File: config.mk
export PLATFORM = sky130hd
export DESIGN_NAME = inst_fetch_buf_flat
export DESIGN_NICKNAME = d
export VERILOG_FILES = /design/src/rtl/inst_fetch_buf_if.sv /design/src/rtl/inst_fetch_buf.sv /design/src/flat_wrapper.sv
export SDC_FILE = /design/constraint.sdc
export NUM_CORES = 1
export LEC_CHECK = 0
export CORE_ASPECT_RATIO = 0.75
export CORE_MARGIN = 3
export CORE_UTILIZATION = 38
export CTS_CLUSTER_SIZE = 24
export DETAILED_ROUTE_END_ITERATION = 10
export DONT_BUFFER_PORTS = 1
export PLACE_DENSITY_LB_ADDON = 0.08
export SYNTH_ARGS = -nofsm -noshare
export SYNTH_HDL_FRONTEND = slang
export SYNTH_SLANG_ARGS = --single-unit
File: constraint.sdc
create_clock -name clk -period 1.65 [get_ports clk]
set_input_delay 0.165 -clock clk [delete_from_list [all_inputs] [get_ports clk]]
set_output_delay 0.165 -clock clk [all_outputs]
set_load 0.05 [all_outputs]
File: src/rtl/inst_fetch_buf_if.sv
`default_nettype none
// ============================================================================
// Module   : inst_fetch_buf_if
// Purpose  : Bundles the ROM fetch port, the redirect request and the ID-stage
//            handshake of the instruction-fetch buffer.
//            master = fetch buffer side, slave = ROM / ID / EX side.
// Revision : 1.0 - initial release
// ============================================================================
interface inst_fetch_buf_if #(
  parameter int ADDR_W = 32,
  parameter int INST_W = 32
);
  logic              rom_ce_o;
  logic [ADDR_W-1:0] rom_addr_o;
  logic [INST_W-1:0] rom_inst_i;
  logic              branch_flag_i;
  logic [ADDR_W-1:0] branch_target_i;
  logic              id_ready_i;
  logic              id_valid_o;
  logic [ADDR_W-1:0] id_pc_o;
  logic [INST_W-1:0] id_inst_o;
  logic              misalign_o;

  modport master (
    output rom_ce_o, rom_addr_o, id_valid_o, id_pc_o, id_inst_o, misalign_o,
    input  rom_inst_i, branch_flag_i, branch_target_i, id_ready_i
  );

  modport slave (
    input  rom_ce_o, rom_addr_o, id_valid_o, id_pc_o, id_inst_o, misalign_o,
    output rom_inst_i, branch_flag_i, branch_target_i, id_ready_i
  );
endinterface
`default_nettype wire

File: src/rtl/inst_fetch_buf.sv
`default_nettype none
// ============================================================================
// Module   : inst_fetch_buf
// Purpose  : Owns the PC, fetches from a combinational instruction ROM and
//            buffers {pc, inst} pairs in a 2-entry FIFO towards the ID stage.
//            Branch redirects flush the FIFO and reload the PC.
// Revision : 1.0 - initial release
// ============================================================================
module inst_fetch_buf #(
  parameter int                ADDR_W   = 32,
  parameter int                INST_W   = 32,
  parameter logic [ADDR_W-1:0] RESET_PC = {ADDR_W{1'b0}}
) (
  input  wire logic           clk,
  input  wire logic           rst,
  inst_fetch_buf_if.master    bus
);

  // Architectural state
  logic              r_ce;
  logic [ADDR_W-1:0] r_pc;
  logic [1:0]        r_cnt;
  logic [ADDR_W-1:0] r_e0_pc,   r_e1_pc;    // entry 0 is the FIFO head
  logic [INST_W-1:0] r_e0_inst, r_e1_inst;
  logic              r_misalign;

  // Next-state values
  logic              w_valid;
  logic              w_pop;
  logic              w_fetch;
  logic [ADDR_W-1:0] w_pc_nxt;
  logic [1:0]        w_cnt_nxt;
  logic [ADDR_W-1:0] w_e0_pc_nxt,   w_e1_pc_nxt;
  logic [INST_W-1:0] w_e0_inst_nxt, w_e1_inst_nxt;

  // Handshake decode and FIFO/PC next-state; a redirect overrides fetch and pop
  always_comb begin
    w_valid       = (r_cnt != 2'd0);
    w_pop         = w_valid && bus.id_ready_i;
    w_fetch       = r_ce && !bus.branch_flag_i && ((r_cnt != 2'd2) || w_pop);
    w_pc_nxt      = r_pc;
    w_cnt_nxt     = r_cnt;
    w_e0_pc_nxt   = r_e0_pc;
    w_e0_inst_nxt = r_e0_inst;
    w_e1_pc_nxt   = r_e1_pc;
    w_e1_inst_nxt = r_e1_inst;

    if (bus.branch_flag_i) begin
      w_cnt_nxt = 2'd0;
      w_pc_nxt  = {bus.branch_target_i[ADDR_W-1:2], 2'b00};
    end else begin
      if (w_fetch) begin
        w_pc_nxt = r_pc + ADDR_W'(4);
      end
      case ({w_pop, w_fetch})
        2'b11: begin
          // Count unchanged; the new word lands behind whatever remains
          if (r_cnt == 2'd2) begin
            w_e0_pc_nxt   = r_e1_pc;
            w_e0_inst_nxt = r_e1_inst;
            w_e1_pc_nxt   = r_pc;
            w_e1_inst_nxt = bus.rom_inst_i;
          end else begin
            w_e0_pc_nxt   = r_pc;
            w_e0_inst_nxt = bus.rom_inst_i;
          end
        end
        2'b10: begin
          // Popping the last entry leaves the stale head visible
          if (r_cnt == 2'd2) begin
            w_e0_pc_nxt   = r_e1_pc;
            w_e0_inst_nxt = r_e1_inst;
          end
          w_cnt_nxt = r_cnt - 2'd1;
        end
        2'b01: begin
          if (r_cnt == 2'd0) begin
            w_e0_pc_nxt   = r_pc;
            w_e0_inst_nxt = bus.rom_inst_i;
          end else begin
            w_e1_pc_nxt   = r_pc;
            w_e1_inst_nxt = bus.rom_inst_i;
          end
          w_cnt_nxt = r_cnt + 2'd1;
        end
        default: ;
      endcase
    end
  end

  // State register with synchronous active-low reset
  always_ff @(posedge clk) begin
    if (!rst) begin
      r_ce       <= 1'b0;
      r_pc       <= RESET_PC;
      r_cnt      <= 2'd0;
      r_e0_pc    <= '0;
      r_e0_inst  <= '0;
      r_e1_pc    <= '0;
      r_e1_inst  <= '0;
      r_misalign <= 1'b0;
    end else begin
      r_ce       <= 1'b1;
      r_pc       <= w_pc_nxt;
      r_cnt      <= w_cnt_nxt;
      r_e0_pc    <= w_e0_pc_nxt;
      r_e0_inst  <= w_e0_inst_nxt;
      r_e1_pc    <= w_e1_pc_nxt;
      r_e1_inst  <= w_e1_inst_nxt;
      r_misalign <= bus.branch_flag_i && (bus.branch_target_i[1:0] != 2'b00);
    end
  end

  assign bus.rom_ce_o   = r_ce;
  assign bus.rom_addr_o = r_pc;
  assign bus.id_valid_o = w_valid;
  assign bus.id_pc_o    = r_e0_pc;
  assign bus.id_inst_o  = r_e0_inst;
  assign bus.misalign_o = r_misalign;

endmodule
`default_nettype wire
File: src/flat_wrapper.sv
// flat-port wrapper written by rule: the top's interface ports become plain ports
module inst_fetch_buf_flat 
#(
  parameter int                ADDR_W   = 32,
  parameter int                INST_W   = 32,
  parameter logic [ADDR_W-1:0] RESET_PC = {ADDR_W{1'b0}}
)
  (clk, rst, bus_rom_ce_o, bus_rom_addr_o, bus_id_valid_o, bus_id_pc_o, bus_id_inst_o, bus_misalign_o, bus_rom_inst_i, bus_branch_flag_i, bus_branch_target_i, bus_id_ready_i);
  inst_fetch_buf_if #(.ADDR_W(ADDR_W), .INST_W(INST_W)) bus_i ();
  input  wire logic clk;
  input  wire logic rst;
  output wire logic [$bits(bus_i.rom_ce_o)-1:0] bus_rom_ce_o;
  output wire logic [$bits(bus_i.rom_addr_o)-1:0] bus_rom_addr_o;
  output wire logic [$bits(bus_i.id_valid_o)-1:0] bus_id_valid_o;
  output wire logic [$bits(bus_i.id_pc_o)-1:0] bus_id_pc_o;
  output wire logic [$bits(bus_i.id_inst_o)-1:0] bus_id_inst_o;
  output wire logic [$bits(bus_i.misalign_o)-1:0] bus_misalign_o;
  input wire logic [$bits(bus_i.rom_inst_i)-1:0] bus_rom_inst_i;
  input wire logic [$bits(bus_i.branch_flag_i)-1:0] bus_branch_flag_i;
  input wire logic [$bits(bus_i.branch_target_i)-1:0] bus_branch_target_i;
  input wire logic [$bits(bus_i.id_ready_i)-1:0] bus_id_ready_i;
  assign bus_rom_ce_o = bus_i.rom_ce_o;
  assign bus_rom_addr_o = bus_i.rom_addr_o;
  assign bus_id_valid_o = bus_i.id_valid_o;
  assign bus_id_pc_o = bus_i.id_pc_o;
  assign bus_id_inst_o = bus_i.id_inst_o;
  assign bus_misalign_o = bus_i.misalign_o;
  assign bus_i.rom_inst_i = bus_rom_inst_i;
  assign bus_i.branch_flag_i = bus_branch_flag_i;
  assign bus_i.branch_target_i = bus_branch_target_i;
  assign bus_i.id_ready_i = bus_id_ready_i;
  inst_fetch_buf #(.ADDR_W(ADDR_W), .INST_W(INST_W), .RESET_PC(RESET_PC)) u_core (.clk(clk), .rst(rst), .bus(bus_i));
endmodule
; ---- Yosys cells after proc, flatten, opt, wreduce, memory -nomap -nowiden
; Cells that the tools add are included.
[word_totals]
reg_bits = 164
in_bits = 68
out_inout_bits = 99
elab_cells = 57
[classes]
add_sub_neg = 3
n_eq_ne = 9
n_mux = 18
bitwise = 2
n_reduce_logical = 16
[op_table]
columns = cell, count
row1 = $mux 32, 12
row2 = $pmux 32 s3, 2
row3 = $pmux 32 s2, 2
row4 = $add 32x3->32 const B, 1
row5 = $reduce_bool 2->1, 5
row6 = $reduce_and 4->1, 2
row7 = $eq 2x2->1 const B, 3
row8 = $ne 2x1->1 const B, 3
row9 = $logic_and 1x1->1, 4
row10 = $ne 2x2->1 const B, 2
row11 = $pmux 2 s2, 1
row12 = $reduce_bool 3->1, 1
row13 = $add 2x1->2 const B, 1
row14 = $eq 2x1->1 const B, 1
row15 = $logic_not 2->1, 1
row16 = $not 1->1, 2
row17 = $reduce_or 2->1, 1
row18 = $sub 2x1->2 const B, 1
row19 = $logic_not 1->1, 1
row20 = $logic_or 1x1->1, 1
row21 = $mux 1, 1

; ---- Longest topological paths before layout
; Gate-level depths: netlist of run 1.
[logic_depth]
depth_word = 7
depth_mapped = 8
ltp_nobuf = 6

; ---- Worst setup path before layout of run 1
; Ideal clock, no wire load.
[synth_path]
path_kind = reg2reg
start = register u_core.r_pc[2], in the netlist u_core.bus.rom_addr_o[2]
end = register u_core.r_pc[28], in the netlist u_core.bus.rom_addr_o[28]
setup_ps = 116
arrival_time_ps = 2043
required_time_ps = 1534
slack_ps = -509
path_stages_with_launch = 8
path_buffers = 1
period_less_slack_ps = 2159
path_cell_list = dfxtp_1 ha_1 and3_1 nand4_4 buf_6 nor4_1 xnor2_1 o21ai_2
[synth_between]
elab_chain_len = 3
[synth_lines]
columns = item, line
row1 = "start, declared", inst_fetch_buf.sv:21  ; logic [ADDR_W-1:0] r_pc;
row2 = "start signal, assigned", inst_fetch_buf.sv:104  ; r_pc <= w_pc_nxt;
row3 = $add 32x3->32, inst_fetch_buf.sv:53  ; w_pc_nxt = r_pc + ADDR_W'(4);
row4 = $mux 32, inst_fetch_buf.sv:52  ; if (w_fetch) begin
row5 = $mux 32, inst_fetch_buf.sv:48  ; if (bus.branch_flag_i) begin
; Every way passes these cells. The select of a mux whose other input is x is not followed.
; A chain may end at the register's enable or synchronous reset.

; ---- Worst setup path after layout of run 1
[layout_path]
start = register u_core.r_pc[2], in the netlist u_core.bus.rom_addr_o[2]
end = register u_core.r_pc[26], in the netlist u_core.bus.rom_addr_o[26]
; The elaborated chain is that of the path after synthesis.

==> impl_metrics.csv, run 1 <==
group,metric,value,unit
run_status,outcome,"complete, but fails checks",
run_status,violations,"negative hold slack, negative setup slack",
pwr,combPwrFrac,0.131,
clock_network,clk_pin_slew,60,ps
critical_path,cp.arrival,1960,ps
detailed_routing,dr.max_layer_used,"met4",
final_layout,final_common_cell,"nand2_1",
critical_path,required,1950,ps
sta,timing.hold.ws,-197,ps
sta,rsz0062_at_grt,"true",
final_layout,fillers,1662,
clock_network,clock_latency,420,ps
sta,fin_crit_sh,1.01,
run,max_cap_violations,0,
final_layout,nets,963,
detailed_routing,drc,0,
detailed_routing,drt-total-wl,22.0,mm
critical_path,r2r-start,"u_core.bus.rom_addr_o[2]",
floorplan,dieArea,20500,µm²
critical_path,end_kind,"flip-flop",
critical_path,crit_path_max_fanout,4,
clock_network,clockBufferDepth,2,
pwr,ir_worst_vdd,0.653,mV
sta,fin_crit,1660,ps
critical_path,start_kind,"flip-flop",
floorplan,fp.dieH,125,µm
pwr,power_frac_clock,0.415,
pwr,leakage,4.01,nW
critical_path,r2r_setup_slack,-10,ps
hold_path,hold-path-endpoint,"u_core.bus.rom_ce_o",
placed_design,place_area,7910,µm²
critical_path,reg2reg_to,"u_core.bus.rom_addr_o[26]",
yosys,synth_cell_types,48,
grt,grt_max_degree,159,
hold_path,min_path_cells,0,
final_layout,fin_util,0.525,
clock_network,cts.sinks,158,
sta,fmax,602,MHz
critical_path,critPathKind,"reg -> reg",
detailed_routing,met2_length,9.82,mm
grt,grt_overflow,0,
sta,hold_violations,101,
pwr,internal_power,0.00697,W
final_layout,stdcell_area,9470,µm²
clock_network,cts_root_buf,"clkbuf_16",
yosys,ys_warn_count,0,
floorplan,core.rowCount,42,
pwr,switching_power,0.00290,W
sta,worstMarginPinSlew,577,ps
detailed_routing,drtAntennaViolNets,0,
detailed_routing,vias_per_cell,5.41,
pwr,power,0.00988,W
floorplan,ios,167,
final_layout,seq_area,3240,µm²
yosys,ys_seq_area_frac,0.442,
yosys,syn_area,7150,µm²
detailed_routing,dr.pass1.iters,5,
pwr,switching_share,0.294,
yosys,async_flop_share,0,
yosys,synth_edf_count,0,
sta,finalSetupViolations,3,
hold_path,hold_path_startpoint,"rst",
yosys,synth_seq_cells,158,
detailed_routing,vias,6221,
clock_network,cts-htree-levels,4,
sta,finalClockSkew,11.1,ps
placed_design,port_buffers,0,
yosys,syn_avg_cell_area,8.99,µm²
final_layout,multi_input_area,3820,µm²
detailed_routing,wl_met1,9.86,mm
floorplan,design.core.area,18000,µm²
clock_network,numCtsBuffers,17,
pwr,p_per_area,1040,nW/µm²
placed_design,dpl.hpwl,12.6,mm
sta,setup_slack,-11.0,ps
final_layout,final_cell_mix,"nand2_1, dfxtp_1, o211a_1",
placed_design,place_congestion,0.770,
clock_network,cts_tree,"yes",
floorplan,die_width,164,µm
grt,grt_pass1_wl,30.8,mm
pwr,pwr-share-seq,0.454,
detailed_routing,dr_wl_met3,1.94,mm
detailed_routing,wl_per_cell,19.1,µm
critical_path,r2r_cells,7,
hold_path,hold_path.class,"in -> reg",
final_layout,drive_above_1_share,0.199,
detailed_routing,drt-initial-drc-count,513,
sta,slew_viol_final,0,
final_layout,area_delta_synth_final,32.4,%
floorplan,initial_core_util,0.397,
yosys,synth_cells,796,
grt,antenna_found_initial,0,
grt,grtUsageTotal,0.186,
sta,relSlewSlack,0.615,
yosys,synthFlopType,"dfxtp_1",
grt,grt_pass1_vias,5870,
worst max path at each step:
stage | from | to | slack, ps | depth (start not counted)
4_1_cts | u_core.bus.rom_ce_o | u_core.bus.rom_addr_o[16] | 8 | 7
3_5_place_dp | u_core.r_cnt[1] | u_core.bus.rom_addr_o[5] | -20 | 6
5_1_grt | u_core.bus.rom_addr_o[2] | u_core.bus.rom_addr_o[26] | -70 | 7
6_report | u_core.bus.rom_addr_o[2] | u_core.bus.rom_addr_o[26] | -10 | 7
2_1_floorplan | u_core.bus.rom_addr_o[3] | u_core.bus.rom_addr_o[22] | -30 | 7
3_3_place_gp | u_core.r_cnt[1] | u_core.bus.rom_addr_o[17] | -9 | 6
through the flow:
stage | instances | hold WS [ps] | TNS (ps) | worst slack, ps
floorplan | 799 | 193 | -144 | -34.8
global placement | 1041 | 212 | -9.26 | -9.26
detailed placement | 1041 | 208 | -63.0 | -24.8
CTS | 1128 | -231 | 0 | 7.56
global route | 1148 | -213 | -275 | -70.1
finish | 1149 | -197 | -16.6 | -11.0
flip-flops by register name (all words and copies together), names as in the netlist:
signal / flops
u_core.bus.id_inst_o: 32
u_core.bus.id_pc_o: 30
u_core.bus.misalign_o: 1
u_core.bus.rom_addr_o: 30
u_core.bus.rom_ce_o: 1
u_core.r_cnt: 2
u_core.r_e1_inst: 32
u_core.r_e1_pc: 30
power groups by stage:
| stage | Combinational, W | Sequential (W) | Clock, W |
|---|---|---|---|
| floorplan | 0.000568 | 0.00482 | 0 |
| global placement | 0.00105 | 0.00456 | 0 |
| detailed placement | 0.00107 | 0.00457 | 0 |
| CTS | 0.00119 | 0.00448 | 0.00419 |
| global route | 0.00139 | 0.00451 | 0.00437 |
| finish | 0.00130 | 0.00449 | 0.00409 |
kinds of logic (layout without fill, tap and decap cells):
| group | after synthesis | in the layout | synth area share |
|---|---|---|---|
| AND/OR/NAND/NOR | 284 | 285 | 0.179 |
| buffers and inverters | 70 | 176 | 0.0464 |
| adder cells (fa/ha/maj) | 1 | 1 | 0.00175 |
| other | 1 | 5 | 0.000524 |
| AO/OA/AOI/OAI | 194 | 194 | 0.212 |
| multiplexers | 64 | 64 | 0.0896 |
| XOR/XNOR | 24 | 24 | 0.0294 |
| flip-flops | 158 | 158 | 0.442 |
what timing repair did:
item | in CTS | in global routing
pin swaps | 0 | 13
gates cloned | 0 | 11
resized for setup | 1 | 23
buffers inserted | 0 | 8
endpoints found under the hold margin | 156 | 136
setup endpoints to repair | 8 | 104
hold buffers | 56 | 1
cells in the mapped netlist (5+ instances only):
cell type    n  area (µm²)
o21ai_1     13        65.1
xnor2_1     10        87.6
a21boi_0    19         143
a21boi_1    46         345
nor3_1       5        25.0
and2_1       7        43.8
a21oi_1     20         100
nor4_1       6        37.5
nand4_1     15        93.8
dfxtp_1    158        3160
nand2_1    215         807
clkbuf_1    36         135
xor2_1      14         123
nand3_1      9        45.0
o211a_1     65         651
mux2i_1     64         641
buf_2       25         125
o21ai_0     13        65.1
per-layer routing:
metal / track usage / up-vias
met5: 0 / -
met2: 0.293 / 176
met4: 0.0552 / 0
met3: 0.0635 / 21
met1: 0.240 / 3036
li1: - / 2988
final cells by class:
cell class	instances	area share
Clock buffer	19	0.0468
Multi-Input combinational cell	572	0.403
Tap cell	242	0.0320
Sequential cell	158	0.342
Antenna cell	1	0.000264
Timing Repair Buffer	143	0.158
Inverter	2	0.000793
Clock inverter	12	0.0169
critical path, stage by stage (launching register included):
cell	delay, ps
dfxtp_4	370
ha_4	130
and3_4	210
nand4_4	130
buf_4	200
nor4_4	270
xnor2_1	150
o21ai_1	70
Power figures use the tool's default switching activity.
==> run 2: changes to the inputs <==
--- a/config.mk
+++ b/config.mk
@@ -5,9 +5,11 @@
 export SDC_FILE = /design/constraint.sdc
 export NUM_CORES = 1
 export LEC_CHECK = 0
+export CELL_PAD_IN_SITES_DETAIL_PLACEMENT = 1
+export CELL_PAD_IN_SITES_GLOBAL_PLACEMENT = 2
 export CORE_ASPECT_RATIO = 0.75
 export CORE_MARGIN = 3
-export CORE_UTILIZATION = 38
+export CORE_UTILIZATION = 34
 export CTS_CLUSTER_SIZE = 24
 export DETAILED_ROUTE_END_ITERATION = 10
 export DONT_BUFFER_PORTS = 1
==> impl_metrics.csv, run 2 (same netlist as run 1, synthesis figures left out) <==
group,metric,value,unit
run_status,outcome,"complete, but fails checks",
run_status,violations,"negative hold slack",
floorplan,dieArea,22800,µm²
final_layout,drive_above_1_share,0.211,
clock_network,clock_latency,430,ps
clock_network,clk_pin_slew,70,ps
critical_path,required,1960,ps
placed_design,dpl.hpwl,14.3,mm
floorplan,die_width,173,µm
clock_network,clockBufferDepth,2,
final_layout,instances_no_fill,1194,
pwr,ir_worst_vdd,0.494,mV
detailed_routing,drtAntennaViolNets,0,
grt,grt_overflow,0,
placed_design,port_buffers,0,
sta,fin_crit_sh,0.965,
critical_path,critPathKind,"reg -> reg",
placed_design,place_area,8000,µm²
sta,finalClockSkew,11.3,ps
sta,slew_viol_final,0,
floorplan,core.rowCount,45,
sta,relSlewSlack,0.587,
critical_path,cp.arrival,1900,ps
final_layout,nets,968,
clock_network,cts-htree-levels,4,
floorplan,ios,167,
final_layout,final_cell_mix,"nand2_1, dfxtp_1, o211a_1, buf_4, mux2i_1",
floorplan,fp.dieH,132,µm
sta,hold_violations,90,
final_layout,diodes,0,
clock_network,numCtsBuffers,17,
sta,finalSetupViolations,0,
detailed_routing,vias_per_cell,5.22,
floorplan,initial_core_util,0.350,
detailed_routing,drt-initial-drc-count,223,
floorplan,design.core.area,20400,µm²
clock_network,cts_tree,"yes",
pwr,leakage,4.05,nW
detailed_routing,vias,6237,
sta,timing.hold.ws,-217,ps
clock_network,cts_root_buf,"clkbuf_16",
sta,rsz0062_at_grt,"true",
hold_path,hold_path.class,"in -> reg",
detailed_routing,wl_per_cell,20.0,µm
placed_design,place_congestion,0.749,
final_layout,final_common_cell,"nand2_1",
detailed_routing,drt-total-wl,23.9,mm
clock_network,cts.sinks,158,
run,max_cap_violations,0,
grt,grtUsageTotal,0.193,
grt,grt_pass1_vias,6518,
pwr,p_per_area,1030,nW/µm²
critical_path,end_kind,"flip-flop",
sta,fin_crit,1590,ps
final_layout,stdcell_area,9640,µm²
critical_path,crit_path_max_fanout,8,
grt,grt_max_degree,159,
clock_network,cts_hold_buf,55,
detailed_routing,dr.pass1.iters,4,
sta,fmax,628,MHz
critical_path,start_kind,"flip-flop",
placed_design,place_inst,1087,
sta,worstMarginPinSlew,618,ps
grt,grt_pass1_wl,35.4,mm
detailed_routing,drc,0,
final_layout,area_delta_synth_final,34.8,%
grt,antenna_found_initial,0,
## run 2: changes by cell type in the layout (fill, tap and decap cells not counted), sizes merged
cell,change
dlygate4sd3,-2
nand4,-1
buf,+6
bufinv,-1
clkbuf,+3
diode,-1
clkinv,-2
inv,+3
## run 2: worst max-delay path: stages (launching register included)
cell,delay (ps)
dfxtp_4,370
ha_4,140
and3_4,200
nand4_4,170
buf_4,210
nor4_4,180
xnor2_2,160
o21ai_2,60
## run 2: cell type report
type,instances,area (µm²)
flip-flops and latches,158,3240
fillers,2274,10800
multi-input cells,571,3850
inverters,2,7.51
repair buffers,149,1580
well taps,282,353
clock buffers,20,457
clock inverters,12,146
## run 2: through the flow
step                power (W)  setup slack (ps)   util  setup TNS [ps]
global route           0.0103             -71.9  0.472            -441
floorplan             0.00539             -34.8      -            -144
global placement      0.00563             -33.8  0.391           -45.1
finish                0.00990              58.1  0.472               0
detailed placement    0.00567              -131  0.391           -1530
CTS                   0.00994             0.144  0.450               0
## run 2: worst paths after layout
kind              depth (start not counted)                        end                startpoint  slack, ps
hold reg to reg                           2       u_core.r_e1_inst[31]      u_core.r_e1_inst[31]        450
hold / removal                            0        u_core.bus.rom_ce_o                       rst       -220
setup reg to reg                          7  u_core.bus.rom_addr_o[28]  u_core.bus.rom_addr_o[2]         60
setup / recovery                          7  u_core.bus.rom_addr_o[28]  u_core.bus.rom_addr_o[2]         60
## run 2: repair_timing
action,4_1_cts,5_1_grt
pin swaps,1,15
cloned,1,10
endpoints found under the setup margin,51,79
endpoints found under the hold margin,156,136
buffers inserted,1,8
gates resized for setup,9,35
## run 2: where the power goes
part / leakage, nW / switching, W / internal, W
combinational: 2.45 / 0.000798 / 0.000556
sequential: 1.31 / 0.000461 / 0.00399
clock: 0.295 / 0.00174 / 0.00235
total: 4.05 / 0.00300 / 0.00690
## run 2: layer usage
metal | global-route usage | vias to the layer above | routed length (µm) | share of wire
li1 | - | 2973 | - | -
met1 | 0.240 | 3111 | 11000 | 0.46
met2 | 0.321 | 131 | 11200 | 0.47
met3 | 0.0612 | 22 | 1420 | 0.060
met4 | 0.0527 | 0 | 312 | 0.013
met5 | 0 | - | 0 | 0
